## src/rtl/result_packer_pkg.sv

```systemverilog
// Shared definitions for the array alignment / result packing path:
// packer state encoding, default skew and FIFO sizing, skew-byte check.
package result_packer_pkg;

  typedef enum logic [1:0] {
    ST_IDLE  = 2'd0,
    ST_SKIP  = 2'd1,
    ST_PACK  = 2'd2,
    ST_TRAIL = 2'd3
  } pack_state_e;

  localparam int DEFAULT_LEAD  = 2;
  localparam int DEFAULT_TRAIL = 1;
  localparam int DEFAULT_DEPTH = 4;

  localparam int BYTE_W = 8;
  localparam int WORD_W = 32;

  // Skew padding is expected to be all zeros; anything else marks a bad frame.
  function automatic logic is_skew_err(input logic [BYTE_W-1:0] b);
    return (b != '0);
  endfunction

endpackage

```

## src/rtl/result_word_fifo.sv

```systemverilog
// Word FIFO between the packer and the result consumer. The head word is
// read straight from registered storage; full/empty come from the count.
module result_word_fifo
  import result_packer_pkg::*;
#(
  parameter int WIDTH = WORD_W,
  parameter int DEPTH = DEFAULT_DEPTH
) (
  input  logic                   clk,
  input  logic                   resetn,
  input  logic                   push,
  input  logic [WIDTH-1:0]       push_data,
  input  logic                   pop,
  output logic [WIDTH-1:0]       rd_data,
  output logic                   full,
  output logic                   empty,
  output logic [$clog2(DEPTH):0] count
);

  localparam int AW = $clog2(DEPTH);

  logic [AW-1:0]    wr_ptr_q, wr_ptr_d;
  logic [AW-1:0]    rd_ptr_q, rd_ptr_d;
  logic [AW:0]      count_q, count_d;
  logic [WIDTH-1:0] mem_q [DEPTH];
  logic [WIDTH-1:0] mem_d [DEPTH];
  logic             do_push, do_pop;

  assign empty   = (count_q == '0);
  assign full    = (count_q == (AW+1)'(DEPTH));
  assign do_push = push & ~full;
  assign do_pop  = pop & ~empty;

  always_comb begin
    mem_d    = mem_q;
    wr_ptr_d = wr_ptr_q;
    rd_ptr_d = rd_ptr_q;
    count_d  = count_q;
    if (do_push) begin
      mem_d[wr_ptr_q] = push_data;
      wr_ptr_d        = wr_ptr_q + 1'b1;
    end
    if (do_pop) begin
      rd_ptr_d = rd_ptr_q + 1'b1;
    end
    case ({do_push, do_pop})
      2'b10:   count_d = count_q + 1'b1;
      2'b01:   count_d = count_q - 1'b1;
      default: count_d = count_q;
    endcase
  end

  always_ff @(posedge clk or negedge resetn) begin
    if (!resetn) begin
      wr_ptr_q <= '0;
      rd_ptr_q <= '0;
      count_q  <= '0;
      for (int i = 0; i < DEPTH; i++) begin
        mem_q[i] <= '0;
      end
    end else begin
      wr_ptr_q <= wr_ptr_d;
      rd_ptr_q <= rd_ptr_d;
      count_q  <= count_d;
      mem_q    <= mem_d;
    end
  end

  assign rd_data = mem_q[rd_ptr_q];
  assign count   = count_q;

endmodule

```

## src/rtl/result_packer.sv

```systemverilog
// Strips leading/trailing skew bytes from each frame and packs four payload
// bytes (first byte in [7:0]) into a word queued in result_word_fifo.
module result_packer
  import result_packer_pkg::*;
#(
  parameter int LEAD  = DEFAULT_LEAD,
  parameter int TRAIL = DEFAULT_TRAIL,
  parameter int DEPTH = DEFAULT_DEPTH
) (
  input  logic                   clk,
  input  logic                   resetn,
  input  logic                   start,
  input  logic                   byte_valid,
  input  logic [7:0]             byte_in,
  output logic                   byte_ready,
  output logic                   word_valid,
  output logic [31:0]            word_data,
  input  logic                   word_ready,
  output logic                   busy,
  output logic                   frame_err,
  output logic [$clog2(DEPTH):0] fifo_count
);

  // Counter terminal values; unused when the matching skew length is zero.
  localparam logic [2:0] LEAD_LAST  = 3'(LEAD - 1);
  localparam logic [2:0] TRAIL_LAST = 3'(TRAIL - 1);

  pack_state_e     state_q, state_d;
  logic [2:0]      cnt_q, cnt_d;
  logic [1:0]      lane_q, lane_d;
  logic [2:0][7:0] lanes_q, lanes_d;
  logic            frame_err_q, frame_err_d;
  logic            accept, push, fifo_full, fifo_empty;
  logic [31:0]     push_data;

  always_comb begin
    byte_ready = 1'b0;
    case (state_q)
      ST_SKIP:  byte_ready = 1'b1;
      ST_PACK:  byte_ready = (lane_q == 2'd3) ? ~fifo_full : 1'b1;
      ST_TRAIL: byte_ready = 1'b1;
      default:  byte_ready = 1'b0;
    endcase
  end

  assign accept    = byte_valid & byte_ready;
  assign push_data = {byte_in, lanes_q};

  always_comb begin
    state_d     = state_q;
    cnt_d       = cnt_q;
    lane_d      = lane_q;
    lanes_d     = lanes_q;
    frame_err_d = frame_err_q;
    push        = 1'b0;
    case (state_q)
      ST_IDLE: begin
        if (start) begin
          cnt_d       = '0;
          lane_d      = '0;
          frame_err_d = 1'b0;
          state_d     = (LEAD == 0) ? ST_PACK : ST_SKIP;
        end
      end
      ST_SKIP: begin
        if (accept) begin
          if (is_skew_err(byte_in)) frame_err_d = 1'b1;
          if (cnt_q == LEAD_LAST) begin
            cnt_d   = '0;
            state_d = ST_PACK;
          end else begin
            cnt_d = cnt_q + 1'b1;
          end
        end
      end
      ST_PACK: begin
        if (accept) begin
          if (lane_q == 2'd3) begin
            push    = 1'b1;
            lane_d  = '0;
            cnt_d   = '0;
            state_d = (TRAIL == 0) ? ST_IDLE : ST_TRAIL;
          end else begin
            lanes_d[lane_q] = byte_in;
            lane_d          = lane_q + 1'b1;
          end
        end
      end
      ST_TRAIL: begin
        if (accept) begin
          if (is_skew_err(byte_in)) frame_err_d = 1'b1;
          if (cnt_q == TRAIL_LAST) begin
            cnt_d   = '0;
            state_d = ST_IDLE;
          end else begin
            cnt_d = cnt_q + 1'b1;
          end
        end
      end
      default: state_d = ST_IDLE;
    endcase
  end

  always_ff @(posedge clk or negedge resetn) begin
    if (!resetn) begin
      state_q     <= ST_IDLE;
      cnt_q       <= '0;
      lane_q      <= '0;
      lanes_q     <= '0;
      frame_err_q <= 1'b0;
    end else begin
      state_q     <= state_d;
      cnt_q       <= cnt_d;
      lane_q      <= lane_d;
      lanes_q     <= lanes_d;
      frame_err_q <= frame_err_d;
    end
  end

  result_word_fifo #(
    .WIDTH (32),
    .DEPTH (DEPTH)
  ) u_word_fifo (
    .clk       (clk),
    .resetn    (resetn),
    .push      (push),
    .push_data (push_data),
    .pop       (word_ready),
    .rd_data   (word_data),
    .full      (fifo_full),
    .empty     (fifo_empty),
    .count     (fifo_count)
  );

  assign word_valid = ~fifo_empty;
  assign busy       = (state_q != ST_IDLE);
  assign frame_err  = frame_err_q;

endmodule

```

## config.mk

```make
export PLATFORM = sky130hd
export DESIGN_NAME = result_packer
export DESIGN_NICKNAME = d
export VERILOG_FILES = /design/src/rtl/result_packer_pkg.sv /design/src/rtl/result_word_fifo.sv /design/src/rtl/result_packer.sv
export SDC_FILE = /design/constraint.sdc
export NUM_CORES = 1
export LEC_CHECK = 0
export CAP_MARGIN = 10
export CORE_AREA = 5 5 127 129
export CTS_BUF_LIST = sky130_fd_sc_hd__clkbuf_2
export CTS_CLUSTER_SIZE = 12
export DETAILED_ROUTE_END_ITERATION = 6
export DIE_AREA = 0 0 132 134
export MAX_ROUTING_LAYER = met4
export PLACE_DENSITY = 0.86
export SLEW_MARGIN = 20
export SYNTH_ARGS = -nofsm -noshare
export SYNTH_HDL_FRONTEND = slang
export SYNTH_SLANG_ARGS = --single-unit
```

## constraint.sdc

```tcl
create_clock -name clk -period 2.1 [get_ports clk]
set_input_delay 0.315 -clock clk [delete_from_list [all_inputs] [get_ports clk]]
set_output_delay 0.315 -clock clk [all_outputs]
set_load 0.005 [all_outputs]
```

==> impl_metrics.ini <==
[synth]
synthArstFlopShare_pct = 100
yosys_warnings = 0
synth-main-ff-cell = dfrtp_1
post_synth.cell_area_avg_sq_um = 16.9
synth_edf_count = 0
syn_inst = 470
syn_area_sq_um = 7940
yosysMostFrequentCell = dfrtp_1
synth_nets = 500
synthTopCellsByCount = 167 x dfrtp_1, 120 x mux2_4, 33 x mux2_2
synth_seq_cells = 167
yosys.area.top_type = dfrtp_1
synth_top_cell_area_share_pct = 52.6
yosysUniqueCellTypes = 32
ys_seq_area_share_pct = 52.6
netlist_top_cells_area = dfrtp_1 53%, mux2_4 23%, mux4_2 9.1%

[routing]
wl_met3_um = 1050
drtAntennaViolNets = 0
drc = 0
post_drt_wl_per_cell_um = 23.4
dr_wl_met2_um = 9690
route.layer.met1.wl_um = 7680
top_layer = met4
firstDrtPassIters = 4
drtIter0Drc = 240
vias = 4572
viasPerCell = 5.72
wl_um = 18700

[min_path]
hold_start = start
hold_end = frame_err
holdPathStages = 4
hp-class = in -> reg

[global_route]
first_global_vias = 4964
grt_pass1_wl_um = 27900
grt_overflow = 0
antenna_found_initial = 0
track_usage_pct = 20.8
grt_max_degree = 64

[clock_network]
cts_tree = built
htree_levels = 4
cts_sinks = 167
root_buffer = clkbuf_2
cts_made_buffers = 17
clk_pin_slew_worst_paths_ps = 220
clock_path_buffers = 2
insertion_delay_ps = 740

[pwr]
pwr-share-seq_pct = 43.5
p_leak_nw = 5.15
comb_power_share_pct = 39.6
ir_drop_mv = 0.923
power-per-cell-area_nw_per_um2 = 969
power.internal_w = 0.00629
p_switching_w = 0.00326
switching_share_pct = 34.1
clkPwrFrac_pct = 16.9

[outcome]
status = finished, violations left
violations = setup timing

[sta]
maxSlewViolCount = 0
finClkSkew_ps = 24.6
final-hold-violation-count = 0
max-slew-margin-rel_pct = 63.6
final-setup-viol-count = 165
fin_crit_sh_pct = 123
worst_pin_slew_ps = 546
setup_slack_ps = -477
fmax_mhz = 388
rsz0062_at_grt = true
finalWorstPathRequiredPeriod_ps = 2580
holdWs_ps = 223

[place]
gp_congestion = 0.803
hpwlAfterDp_um = 10400
dp_slack_ps = -24.6
place_area_sq_um = 8940
io_buffer_count = 51

[critical_path]
cpLargestDelayFamily = multiplexers
critPathSlowestCell = mux4_2
reg2reg_depth = 13
path_cells = buf_12, buf_12, buf_12, mux4_2, buf_2
cp.arrival_ps = 2260
path_max_fanout = 8
max_stage_delay_ps = 540
startpoint_type = flip-flop
critPathRequiredTime_ps = 1780
worst-path-buf-inv = 4
critPathMostFrequentCell = buf_12
ff2ff_setup_slack_ps = -210
critPathKind = reg -> out
crit_path_end_kind = primary output
r2r-start = state_q[0]
reg2reg_to = u_word_fifo.count[2]

[floorplanning]
ios = 52
fp.dieW_um = 132
start_util_pct = 53.2
rows = 45
die_area_sq_um = 17700
coreArea_sq_um = 14900
die_y_um = 134

[final_layout]
fin_area_sq_um = 9860
drive_gt1_share_pct = 59.0
antenna_cells = 0
area_delta_synth_final_pct = 24.1
utilization_pct = 66.1
final_nets = 629

[run]
cap_violations = 0
## per-layer routing
| layer | global-route usage (%) | vias up |
|---|---|---|
| met1 | 26.0 | 2421 |
| met5 | - | - |
| met4 | 6.69 | 0 |
| li1 | - | 1976 |
| met3 | 4.01 | 23 |
| met2 | 34.7 | 152 |
## cells in the final DEF (no fill, tap or decap), types with 4 or more instances in the layout
master	instances
buf_12	18
buf_2	31
buf_4	33
buf_6	19
clkbuf_16	9
clkbuf_2	19
clkdlybuf4s50_1	11
clkinv_1	4
clkinv_2	6
dfrtp_1	165
ha_1	11
ha_4	5
inv_1	8
mux2_2	32
mux2_4	121
mux4_2	32
nand2_1	13
nand2_8	4
nand2b_1	4
nor2_1	4
o21ai_0	8
## tightest hold or removal path, delay by kind of cell
kind,cells,cell delay (ps)
buffers and inverters,1,440
and+or+nand+nor,3,180
## final cells by class
cell class                 instances  area [sq um]
clock buffer                      19          95.1
inverter                          13          56.3
tap                              188           235
sequential                       167          4180
clock inverter                    13           113
multi-input combinational        270          3750
timing repair buffer             130          1430
fill                             933          5060
## registers in the layout, summed over array words and instances, names as in the netlist
signal                flops
cnt_q                     3
u_word_fifo.rd_ptr_q      2
u_word_fifo.mem_q       128
lanes_q                  24
lane_q                    2
frame_err                 1
u_word_fifo.count         3
u_word_fifo.wr_ptr_q      2
state_q                   2
## kinds of logic after synthesis
| kind of cell | Yosys count | share of synthesized area (%) |
|---|---|---|
| multiplexers | 186 | 36.6 |
| buffers and inverters | 33 | 2.74 |
| flip-flops | 167 | 52.6 |
| AND/OR/NAND/NOR | 44 | 3.28 |
| XOR/XNOR | 6 | 0.662 |
| adder cells (fa/ha/maj) | 17 | 2.77 |
| AO/OA/AOI/OAI | 17 | 1.39 |
## through the flow
stage                     std cells  power, W  setup TNS, ps
final                           800   0.00956         -22690
after global routing            800    0.0101         -34460
after CTS                       780   0.00915         -15870
after detailed placement        721   0.00676          -24.6
after global placement          721   0.00659              0
after floorplan                 470   0.00573           -104
## power groups by stage
stage | registers, W | clock network [W] | logic [W]
finish | 0.00415 | 0.00162 | 0.00378
global route | 0.00422 | 0.00177 | 0.00406
CTS | 0.00412 | 0.00164 | 0.00339
detailed placement | 0.00419 | 0 | 0.00257
global placement | 0.00412 | 0 | 0.00247
floorplan | 0.00402 | 0 | 0.00171
## how the worst max path moves through the flow
stage                            start                    to  cells after the start
3_5_place_dp                byte_valid  u_word_fifo.count[2]                     10
2_1_floorplan               state_q[1]  u_word_fifo.count[2]                     11
5_1_grt        u_word_fifo.rd_ptr_q[0]         word_data[31]                      5
3_3_place_gp                byte_valid  u_word_fifo.count[2]                     10
4_1_cts        u_word_fifo.rd_ptr_q[0]         word_data[31]                      5
6_report       u_word_fifo.rd_ptr_q[0]         word_data[25]                      5
## repair_timing
action / 4_1_cts / 5_1_grt
resized for setup: 167 / 39
hold endpoints to repair: 167 / 0
gates cloned: 3 / 11
setup buffers: 22 / 11
hold buffers: 3 / 0
pin swaps: 9 / 15
setup endpoints to repair: 38 / 115
No activity file was read; power rests on OpenSTA's default activity.
